`src/rtl/zx_bus_initiator_if.sv`:
```
`timescale 1ns/1ps
// zx_bus_initiator_if: Z80-style external bus between the cycle initiator (master) and memory/IO (slave).
// Carries address, split data, active-low strobes and the n_wait request.
interface zx_bus_initiator_if;
    logic [15:0] xa;
    logic [7:0]  xd_o;
    logic        xd_oe;
    logic [7:0]  xd_i;
    logic        n_mreq;
    logic        n_iorq;
    logic        n_rd;
    logic        n_wr;
    logic        n_m1;
    logic        n_wait;

    modport master (
        output xa, xd_o, xd_oe, n_mreq, n_iorq, n_rd, n_wr, n_m1,
        input  xd_i, n_wait
    );

    modport slave (
        input  xa, xd_o, xd_oe, n_mreq, n_iorq, n_rd, n_wr, n_m1,
        output xd_i, n_wait
    );
endinterface

```
`src/rtl/zx_bus_initiator.sv`:
```
`timescale 1ns/1ps
// zx_bus_initiator: runs one Z80-style MEM/IO read or write cycle per request, paced in half T-states from clk28.
// Define ZX_BUS_INITIATOR_WAIT_EN to honour n_wait; otherwise only the fixed I/O Tw is ever inserted.
module zx_bus_initiator #(
    parameter int unsigned HALF_DIV = 4
) (
    input  logic               clk28,
    input  logic               rst_n,
    input  logic               req,
    input  logic [1:0]         op,
    input  logic [15:0]        addr,
    input  logic [7:0]         wdata,
    output logic [7:0]         rdata,
    output logic               ack,
    output logic               busy,
    zx_bus_initiator_if.master bus
);

    localparam int unsigned       CW       = $clog2(HALF_DIV);
    localparam logic [CW-1:0]     DIV_LAST = CW'(HALF_DIV - 1);

    // H0..H7 are the numbered half-states; TWH/TWL form one n_wait-requested Tw.
    typedef enum logic [3:0] {
        S_IDLE,
        S_H0, S_H1, S_H2, S_H3, S_H4, S_H5, S_H6, S_H7,
        S_TWH, S_TWL
    } state_t;

    state_t        state;
    logic [CW-1:0] div_cnt;
    logic          half_tick;
    logic [1:0]    op_q;
    logic          is_io;
    logic          is_wr;
    logic          sample_pt;
    logic          wait_ok;

    assign half_tick = (div_cnt == DIV_LAST);
    assign is_io     = op_q[1];
    assign is_wr     = op_q[0];

    // n_wait is examined at the end of T2 for memory, at the end of the mandatory Tw for I/O,
    // and again at the end of every inserted Tw.
    assign sample_pt = ((state == S_H3) && !is_io) ||
                       ((state == S_H5) &&  is_io) ||
                       (state == S_TWL);

`ifdef ZX_BUS_INITIATOR_WAIT_EN
    assign wait_ok = bus.n_wait;
`else
    logic unused_n_wait;
    assign wait_ok       = 1'b1;
    assign unused_n_wait = bus.n_wait;
`endif

    assign bus.n_m1 = 1'b1;

    // NOTE: asynchronous active-low reset; the reset branch clears every register so strobes drop off the bus immediately.
    always_ff @(posedge clk28 or negedge rst_n) begin
        if (!rst_n) begin
            div_cnt <= '0;
        end else begin
            // NOTE: sequential state uses non-blocking assignments so every register sees pre-edge values.
            div_cnt <= half_tick ? '0 : div_cnt + 1'b1;
        end
    end

    always_ff @(posedge clk28 or negedge rst_n) begin
        if (!rst_n) begin
            state      <= S_IDLE;
            op_q       <= '0;
            busy       <= 1'b0;
            ack        <= 1'b0;
            rdata      <= '0;
            bus.xa     <= '0;
            bus.xd_o   <= '0;
            bus.xd_oe  <= 1'b0;
            bus.n_mreq <= 1'b1;
            bus.n_iorq <= 1'b1;
            bus.n_rd   <= 1'b1;
            bus.n_wr   <= 1'b1;
        end else begin
            ack <= 1'b0;
            if (ack) begin
                busy <= 1'b0;
            end
            if (half_tick) begin
                if (sample_pt) begin
                    if (!wait_ok) begin
                        state <= S_TWH;
                    end else begin
                        state <= is_io ? S_H6 : S_H4;
                        if (!is_wr) begin
                            rdata <= bus.xd_i;
                        end
                    end
                end else begin
                    case (state)
                        S_IDLE: begin
                            if (req) begin
                                op_q     <= op;
                                bus.xa   <= addr;
                                bus.xd_o <= wdata;
                                busy     <= 1'b1;
                                state    <= S_H0;
                            end
                        end
                        S_H0: begin
                            state     <= S_H1;
                            bus.xd_oe <= is_wr;
                            if (!is_io) begin
                                bus.n_mreq <= 1'b0;
                                bus.n_rd   <= is_wr;
                            end
                        end
                        S_H1: begin
                            state <= S_H2;
                            if (is_io) begin
                                bus.n_iorq <= 1'b0;
                                bus.n_rd   <= is_wr;
                                bus.n_wr   <= !is_wr;
                            end
                        end
                        S_H2: begin
                            state <= S_H3;
                            if (!is_io && is_wr) begin
                                bus.n_wr <= 1'b0;
                            end
                        end
                        S_H3: state <= S_H4;
                        S_H4: begin
                            state <= S_H5;
                            if (!is_io) begin
                                bus.n_mreq <= 1'b1;
                                bus.n_rd   <= 1'b1;
                                bus.n_wr   <= 1'b1;
                            end
                        end
                        S_H5: begin
                            state     <= S_IDLE;
                            ack       <= 1'b1;
                            bus.xd_oe <= 1'b0;
                        end
                        S_H6: begin
                            state      <= S_H7;
                            bus.n_iorq <= 1'b1;
                            bus.n_rd   <= 1'b1;
                            bus.n_wr   <= 1'b1;
                        end
                        S_H7: begin
                            state     <= S_IDLE;
                            ack       <= 1'b1;
                            bus.xd_oe <= 1'b0;
                        end
                        S_TWH:   state <= S_TWL;
                        default: state <= S_IDLE;
                    endcase
                end
            end
        end
    end

    // Strobe exclusivity and handshake shape must hold on every cycle outside reset.
    a_rd_wr_excl: assert property (@(posedge clk28) disable iff (!rst_n)
        !(!bus.n_rd && !bus.n_wr));
    a_mreq_iorq_excl: assert property (@(posedge clk28) disable iff (!rst_n)
        !(!bus.n_mreq && !bus.n_iorq));
    a_ack_pulse: assert property (@(posedge clk28) disable iff (!rst_n)
        ack |=> !ack);
    a_ack_busy: assert property (@(posedge clk28) disable iff (!rst_n)
        ack |-> busy);

endmodule

```
`src/flat_wrapper.sv`:
```
// flat-port wrapper written by rule: the top's interface ports become plain ports
module zx_bus_initiator_flat 
#(
    parameter int unsigned HALF_DIV = 4
)
  (clk28, rst_n, req, op, addr, wdata, rdata, ack, busy, bus_xa, bus_xd_o, bus_xd_oe, bus_n_mreq, bus_n_iorq, bus_n_rd, bus_n_wr, bus_n_m1, bus_xd_i, bus_n_wait);
  zx_bus_initiator_if bus_i ();
  input  logic clk28;
  input  logic rst_n;
  input  logic req;
  input  logic [1:0] op;
  input  logic [15:0] addr;
  input  logic [7:0] wdata;
  output logic [7:0] rdata;
  output logic ack;
  output logic busy;
  output wire logic [$bits(bus_i.xa)-1:0] bus_xa;
  output wire logic [$bits(bus_i.xd_o)-1:0] bus_xd_o;
  output wire logic [$bits(bus_i.xd_oe)-1:0] bus_xd_oe;
  output wire logic [$bits(bus_i.n_mreq)-1:0] bus_n_mreq;
  output wire logic [$bits(bus_i.n_iorq)-1:0] bus_n_iorq;
  output wire logic [$bits(bus_i.n_rd)-1:0] bus_n_rd;
  output wire logic [$bits(bus_i.n_wr)-1:0] bus_n_wr;
  output wire logic [$bits(bus_i.n_m1)-1:0] bus_n_m1;
  input wire logic [$bits(bus_i.xd_i)-1:0] bus_xd_i;
  input wire logic [$bits(bus_i.n_wait)-1:0] bus_n_wait;
  assign bus_xa = bus_i.xa;
  assign bus_xd_o = bus_i.xd_o;
  assign bus_xd_oe = bus_i.xd_oe;
  assign bus_n_mreq = bus_i.n_mreq;
  assign bus_n_iorq = bus_i.n_iorq;
  assign bus_n_rd = bus_i.n_rd;
  assign bus_n_wr = bus_i.n_wr;
  assign bus_n_m1 = bus_i.n_m1;
  assign bus_i.xd_i = bus_xd_i;
  assign bus_i.n_wait = bus_n_wait;
  zx_bus_initiator #(.HALF_DIV(HALF_DIV)) u_core (.clk28(clk28), .rst_n(rst_n), .req(req), .op(op), .addr(addr), .wdata(wdata), .rdata(rdata), .ack(ack), .busy(busy), .bus(bus_i));
endmodule
```
`config.mk`:
```
export PLATFORM = sky130hd
export DESIGN_NAME = zx_bus_initiator_flat
export DESIGN_NICKNAME = d
export VERILOG_FILES = /design/src/rtl/zx_bus_initiator_if.sv /design/src/rtl/zx_bus_initiator.sv /design/src/flat_wrapper.sv
export SDC_FILE = /design/constraint.sdc
export NUM_CORES = 1
export LEC_CHECK = 0
export BUFFER_PORTS_ARGS = -buffer_cell sky130_fd_sc_hd__buf_2
export CAP_MARGIN = 30
export CORE_ASPECT_RATIO = 1.1
export CORE_MARGIN = 2
export CORE_UTILIZATION = 48
export CTS_CLUSTER_DIAMETER = 80
export CTS_CLUSTER_SIZE = 25
export DETAILED_ROUTE_END_ITERATION = 10
export PLACE_DENSITY_LB_ADDON = 0.3
export SYNTH_ARGS = -nofsm -noshare
export SYNTH_HDL_FRONTEND = slang
export SYNTH_SLANG_ARGS = --single-unit
export TNS_END_PERCENT = 30
```
`constraint.sdc`:
```
create_clock -name clk28 -period 2.15 [get_ports clk28]
set_input_delay 0.3225 -clock clk28 [delete_from_list [all_inputs] [get_ports clk28]]
set_output_delay 0.3225 -clock clk28 [all_outputs]
set_load 0.02 [all_outputs]
```
==> results of run 1 <==
-- report_power, final --
part	internal [mW]	switching, mW	total, mW
combinational	0.352	0.478	0.830
sequential	1.09	0.161	1.25
clock	0.382	0.301	0.683
total	1.83	0.940	2.77
-- final cells by class --
cell class                 count  share of cell area
clock buffer                   6              0.0316
clock inverter                 2              0.0148
inverter                       6             0.00862
multi-input combinational     93               0.300
sequential                    47               0.452
tap                           52              0.0249
timing repair buffer          82               0.169
-- state kept, by name, indices dropped and copies added (netlist names) --
| register | count |
|---|---|
| u_core.ack | 1 |
| u_core.bus.n_wr | 1 |
| u_core.bus.xa | 16 |
| u_core.div_cnt | 2 |
| u_core.bus.n_rd | 1 |
| u_core.op_q | 2 |
| u_core.busy | 1 |
| u_core.bus.n_mreq | 1 |
| u_core.state | 4 |
| u_core.bus.xd_o | 8 |
| u_core.rdata | 8 |
| u_core.bus.xd_oe | 1 |
| u_core.bus.n_iorq | 1 |
-- routing by layer --
metal	vias to the layer above	global-route usage	wire, µm
li1	704	-	-
met1	707	0.230	1650
met2	52	0.295	2010
met3	8	0.0589	288
met4	0	0.0884	79
met5	-	0	0
-- critical path: stages, from the launching register on --
cell and delay, ns:
dfrtp_1 0.54, nor2b_2 0.27, a311oi_1 0.18, nor4b_4 0.24, buf_4 0.20, mux2_2 0.34
-- final timing paths --
kind	start	end	slack [ns]
max in group asynchronous	rst_n	u_core.bus.xa[11]$_DFFE_PN0P_	1.43
min	rst_n	u_core.bus.xa[9]$_DFFE_PN0P_	0.12
min in group clk28	addr[4]	u_core.bus.xa[4]$_DFFE_PN0P_	0.25
max	u_core.state[3]$_DFFE_PN0P_	u_core.rdata[7]$_DFFE_PN0P_	0.26
min reg2reg	u_core.div_cnt[0]$_DFF_PN0_	u_core.div_cnt[0]$_DFF_PN0_	0.44
max reg2reg	u_core.state[3]$_DFFE_PN0P_	u_core.rdata[7]$_DFFE_PN0P_	0.26
-- logic make-up (layout without fill, tap and decap cells) --
| logic type | Yosys count | count (layout) | share of synthesized area |
|---|---|---|---|
| muxes | 37 | 37 | 0.204 |
| DFF | 47 | 47 | 0.582 |
| buffers and inverters | 15 | 96 | 0.0321 |
| other | 1 | 1 | 0.00185 |
| and+or+nand+nor | 30 | 30 | 0.0986 |
| AOI/OAI and AO/OA | 23 | 23 | 0.0709 |
| adders and majority gates | 1 | 1 | 0.00616 |
| xor gates and xnor gates | 1 | 1 | 0.00432 |
-- cells in the mapped netlist (2+ instances only) --
cell type / instances
o21ai_0: 6
nor4_1: 2
nor2b_1: 5
a31oi_1: 4
mux2_2: 35
dfstp_2: 4
mux2i_1: 2
a311oi_1: 2
dfrtp_1: 43
nand2_1: 6
buf_2: 4
nor2_1: 5
clkbuf_1: 4
a21oi_1: 4
inv_1: 6
o211ai_1: 2
o22ai_1: 2
nand2b_1: 3
-- through the flow --
| stage | util | setup slack [ns] | instances | hold slack, ns | power (mW) |
|---|---|---|---|---|---|
| 6_report | 0.650 | 0.256 | 288 | 0.121 | 2.77 |
| 5_1_grt | 0.650 | 0.165 | 288 | 0.181 | 2.93 |
| 4_1_cts | 0.650 | 0.256 | 288 | 0.145 | 2.79 |
| 3_5_place_dp | 0.619 | 0.289 | 280 | 0.429 | 2.11 |
| 3_3_place_gp | 0.619 | 0.291 | 280 | 0.417 | 2.09 |
| 2_1_floorplan | - | 0.438 | 155 | 0.0269 | 1.81 |
==> flow_metrics.py, run 1 <==
metrics = {
    "status": {
        "status": "complete, no violations",
    },
    "drt": {
        "ant_nets": 0,
        "dr_total_vias": 1471,
        "drtPass1Iterations": 4,
        "wl_um": 4020,
        "drt_iter0_markers": 59,
        "drcViolationCount": 0,
        "vias_per_cell": 5.11,
        "wire_per_inst_um": 14.0,
    },
    "power_and_ir_drop": {
        "peakVddDrop_uv": 666,
        "power_per_cell_area_nw_per_um2": 1060,
        "leakage_nw": 1.30,
    },
    "synth": {
        "synth_edf_count": 0,
        "ys.flop_type": "dfrtp_1",
        "synth_top_cell_by_area": "dfrtp_1",
        "syn_inst": 155,
        "synthesis.area_um2": 2030,
        "seq_area_frac_synth": 0.582,
        "syn_avg_cell_area_um2": 13.1,
        "synthTopCellsByArea": "dfrtp_1 (53%), mux2_2 (19%), dfstp_2 (5.2%)",
        "synth_cell_types": 34,
        "ys_async_sr_fraction": 1.00,
        "ys_ff_latch": 47,
        "synth.top_cell.area_share": 0.530,
        "ys_warn_count": 0,
        "synthesis.nets": 194,
    },
    "clock_network": {
        "clock_latency_ns": 0.30,
        "cts_made_buffers": 5,
        "cts_setup_buffers": 0,
        "hold_buffers": 0,
        "clock_path_buffers": 2,
        "clkSinkCount": 47,
        "cts_tree": "done",
        "cts.root.buffer_cell": "clkbuf_8",
        "cts_resized": 0,
        "cts.clk_slew.worst_paths_ns": 0.09,
        "htreeDepth": 2,
    },
    "critical_path": {
        "arrival_ns": 2.08,
        "cp-start-kind": "flip-flop",
        "critical_path_peak_fanout": 14,
        "r2r_cells": 5,
        "required_ns": 2.33,
        "worst_setup_path_end_kind": "flip-flop",
        "crit_type": "reg2reg",
    },
    "sta": {
        "skew_ns": 0.00838,
        "finalCritPeriodShare": 0.881,
        "finalSetupViolCount": 0,
        "slew_headroom": 0.447,
        "slew_violations": 0,
        "tns_ns": 0,
        "fin_crit_ns": 1.89,
        "rsz0062_at_grt": "no",
        "max_clock_freq_ghz": 0.528,
        "finalHoldViolCount": 0,
        "tightest_slew_ns": 0.829,
    },
    "layout": {
        "antenna_cells": 0,
        "fin_area_um2": 2610,
        "layout_common_cells": "buf_2 (75), dfrtp_1 (43), mux2_2 (35)",
        "area_growth_pct": 28.8,
        "drive_gt1_frac": 0.564,
        "multiInputGateArea_um2": 783,
        "final_common_cell": "buf_2",
        "nFillCells": 365,
        "register_area_um2": 1180,
        "nNetsFinal": 274,
    },
    "floorplanning": {
        "num_rows": 24,
        "die-area_um2": 4760,
        "die_w_um": 66.0,
        "core_um2": 4020,
        "io_pins": 78,
        "fp.dieH_um": 72.2,
        "start_util": 0.504,
    },
    "placement": {
        "io_buffers": 75,
        "dp_hpwl_um": 2980,
        "dpl_cell_area_um2": 2490,
        "place.gp.congestion": 0.872,
    },
    "run": {
        "drv_cap": 0,
    },
    "global_routing": {
        "grt_pass1_vias": 1427,
        "antenna_found_initial": 0,
        "grt_pass1_wl_um": 6600,
        "grt_overflow": 0,
        "grt_max_degree": 39,
        "grt_util_all_layers": 0.185,
    },
    "min_path": {
        "hp-class": "in2async",
    },
}
(Power assumes the default switching activity.)
==> run 2: changes to the inputs <==
--- a/config.mk
+++ b/config.mk
@@ -9,7 +9,8 @@
 export CAP_MARGIN = 30
 export CORE_ASPECT_RATIO = 1.1
 export CORE_MARGIN = 2
-export CORE_UTILIZATION = 48
+export CORE_UTILIZATION = 50
+export CTS_BUF_LIST = sky130_fd_sc_hd__clkbuf_8
 export CTS_CLUSTER_DIAMETER = 80
 export CTS_CLUSTER_SIZE = 25
 export DETAILED_ROUTE_END_ITERATION = 10
==> run 2 against run 1 <==
Compared with the run above:
- total power down 4.0%
- core utilization up 0.85 points
- register-to-register slack got worse by 0.02 ns
- via count grew 1.8%
- largest cell class unchanged
- largest power group unchanged
- highest routed layer unchanged
- clock power decreased by 16%
- die area down 3.8%
- global-route usage is 1.1 points higher
- critical path type unchanged
- non-clock buffer count shrank 1
- setup slack lost 0.019 ns
- sequential share of layout area rose by 0.44 points
- the run now ends with negative hold slack left
- combinational power down 1%
- wire length up 2.0%
==> flow_metrics.py, run 2 (synthesized netlist as in run 1, its figures left out) <==
metrics = {
    "status": {
        "status": "complete, but fails checks",
        "violations": "negative hold slack",
    },
    "floorplanning": {
        "core_um2": 3930,
        "die_w_um": 64.7,
        "num_rows": 24,
        "io_pins": 78,
        "start_util": 0.516,
        "fp.dieH_um": 70.8,
        "die-area_um2": 4590,
    },
    "sta": {
        "tns_ns": 0,
        "worst_slack_ns": 0.237,
        "finalHoldViolCount": 6,
        "skew_ns": 0.00572,
        "hold_slack_ns": -0.00243,
        "fin_crit_ns": 1.91,
        "rsz0062_at_grt": "no",
        "finalCritPeriodShare": 0.890,
        "slew_violations": 0,
        "max_clock_freq_ghz": 0.523,
        "finalSetupViolCount": 0,
    },
    "critical_path": {
        "slowest_stage": "dfrtp_1",
        "worst_setup_path_end_kind": "flip-flop",
        "arrival_ns": 2.09,
        "critical_path.max_stage_delay_ns": 0.55,
        "required_ns": 2.33,
        "cp-start-kind": "flip-flop",
        "crit_type": "reg2reg",
        "path_cells": "nor2b_2, a311oi_1, nor4b_4, buf_4, mux2_2",
        "critical_path_peak_fanout": 14,
    },
    "drt": {
        "top_layer": "met4",
        "dr_total_vias": 1497,
        "drcViolationCount": 0,
        "wl_met3_um": 222,
        "wl_met1_um": 1700,
        "drt_iter0_markers": 72,
        "drtPass1Iterations": 4,
        "routed-wl-met2_um": 2150,
        "wire_per_inst_um": 14.3,
        "vias_per_cell": 5.22,
        "wl_um": 4100,
        "ant_nets": 0,
    },
    "run": {
        "drv_cap": 0,
    },
    "power_and_ir_drop": {
        "power_per_cell_area_nw_per_um2": 1030,
        "peakVddDrop_uv": 593,
        "power_mw": 2.66,
        "leakage_nw": 1.28,
    },
    "clock_network": {
        "cts_setup_buffers": 0,
        "htreeDepth": 2,
        "cts_tree": "done",
        "cts.root.buffer_cell": "clkbuf_8",
        "clkSinkCount": 47,
        "cts_resized": 0,
        "clock_path_buffers": 2,
        "clock_latency_ns": 0.29,
        "cts.clk_slew.worst_paths_ns": 0.09,
        "hold_buffers": 0,
        "cts_made_buffers": 5,
    },
    "placement": {
        "io_buffers": 75,
        "dp_worst_setup_slack_ns": 0.258,
        "place.gp.congestion": 0.940,
        "place_inst": 279,
        "dp_hpwl_um": 3080,
    },
    "layout": {
        "final_common_cell": "buf_2",
        "layout_common_cells": "buf_2 (75), dfrtp_1 (43), mux2_2 (35)",
        "largest_reg_flops": 16,
        "nNetsFinal": 273,
        "drive_gt1_frac": 0.562,
        "antenna_cells": 0,
        "largestRegisters": "u_core.bus.xa x16, u_core.bus.xd_o x8, u_core.rdata x8",
        "area_growth_pct": 27.6,
        "final_cell_count_no_fill": 287,
        "top_register": "u_core.bus.xa",
    },
    "global_routing": {
        "grt_overflow": 0,
        "grt_pass1_wl_um": 7010,
        "antenna_found_initial": 0,
        "grt_util_all_layers": 0.196,
        "grt_max_degree": 48,
        "grt_pass1_vias": 1576,
    },
    "min_path": {
        "hp-class": "in2async",
    },
}
[run 2: area by class of cell]
class	instances	area, µm²
Clock buffer	7	96.3
Fill cell	328	1350
Tap cell	52	65.1
Clock inverter	1	7.51
Inverter	6	22.5
Timing Repair Buffer	81	433
Multi-Input combinational cell	93	783
Sequential cell	47	1180
[run 2: final timing paths]
path	startpoint	end	depth (start not counted)	slack (ns)
min in group clk28	op[0]	u_core.op_q[0]$_DFFE_PN0P_	2	0.26
hold reg to reg	u_core.div_cnt[0]$_DFF_PN0_	u_core.div_cnt[0]$_DFF_PN0_	1	0.43
setup reg to reg	u_core.state[3]$_DFFE_PN0P_	u_core.rdata[1]$_DFFE_PN0P_	5	0.24
max in group asynchronous	rst_n	u_core.bus.n_iorq$_DFFE_PN1P_	2	1.88
hold / removal	rst_n	u_core.state[2]$_DFFE_PN0P_	2	-0.002
setup / recovery	u_core.state[3]$_DFFE_PN0P_	u_core.rdata[1]$_DFFE_PN0P_	5	0.24
[run 2: layer usage]
metal,up-vias,track usage
li1,702,-
met1,731,0.248
met2,60,0.337
met3,4,0.0461
met4,0,0.0544
met5,-,0
[run 2: power by group]
group,switching [mW],internal (mW)
logic,0.475,0.346
clock network,0.279,0.292
registers,0.172,1.09
total,0.925,1.73
[run 2: critical path, delay by kind of cell, from the launching register on]
kind / cells / cell delay (ns)
AOI/OAI and AO/OA: 1 / 0.16
buffers and inverters: 1 / 0.21
DFF: 1 / 0.55
muxes: 1 / 0.34
and+or+nand+nor: 2 / 0.52
[run 2: through the flow]
stage	area, µm²	util
final	2590	0.658
after global routing	2590	0.658
after CTS	2590	0.658
after detailed placement	2480	0.632
after global placement	2480	0.632
after floorplan	2030	-
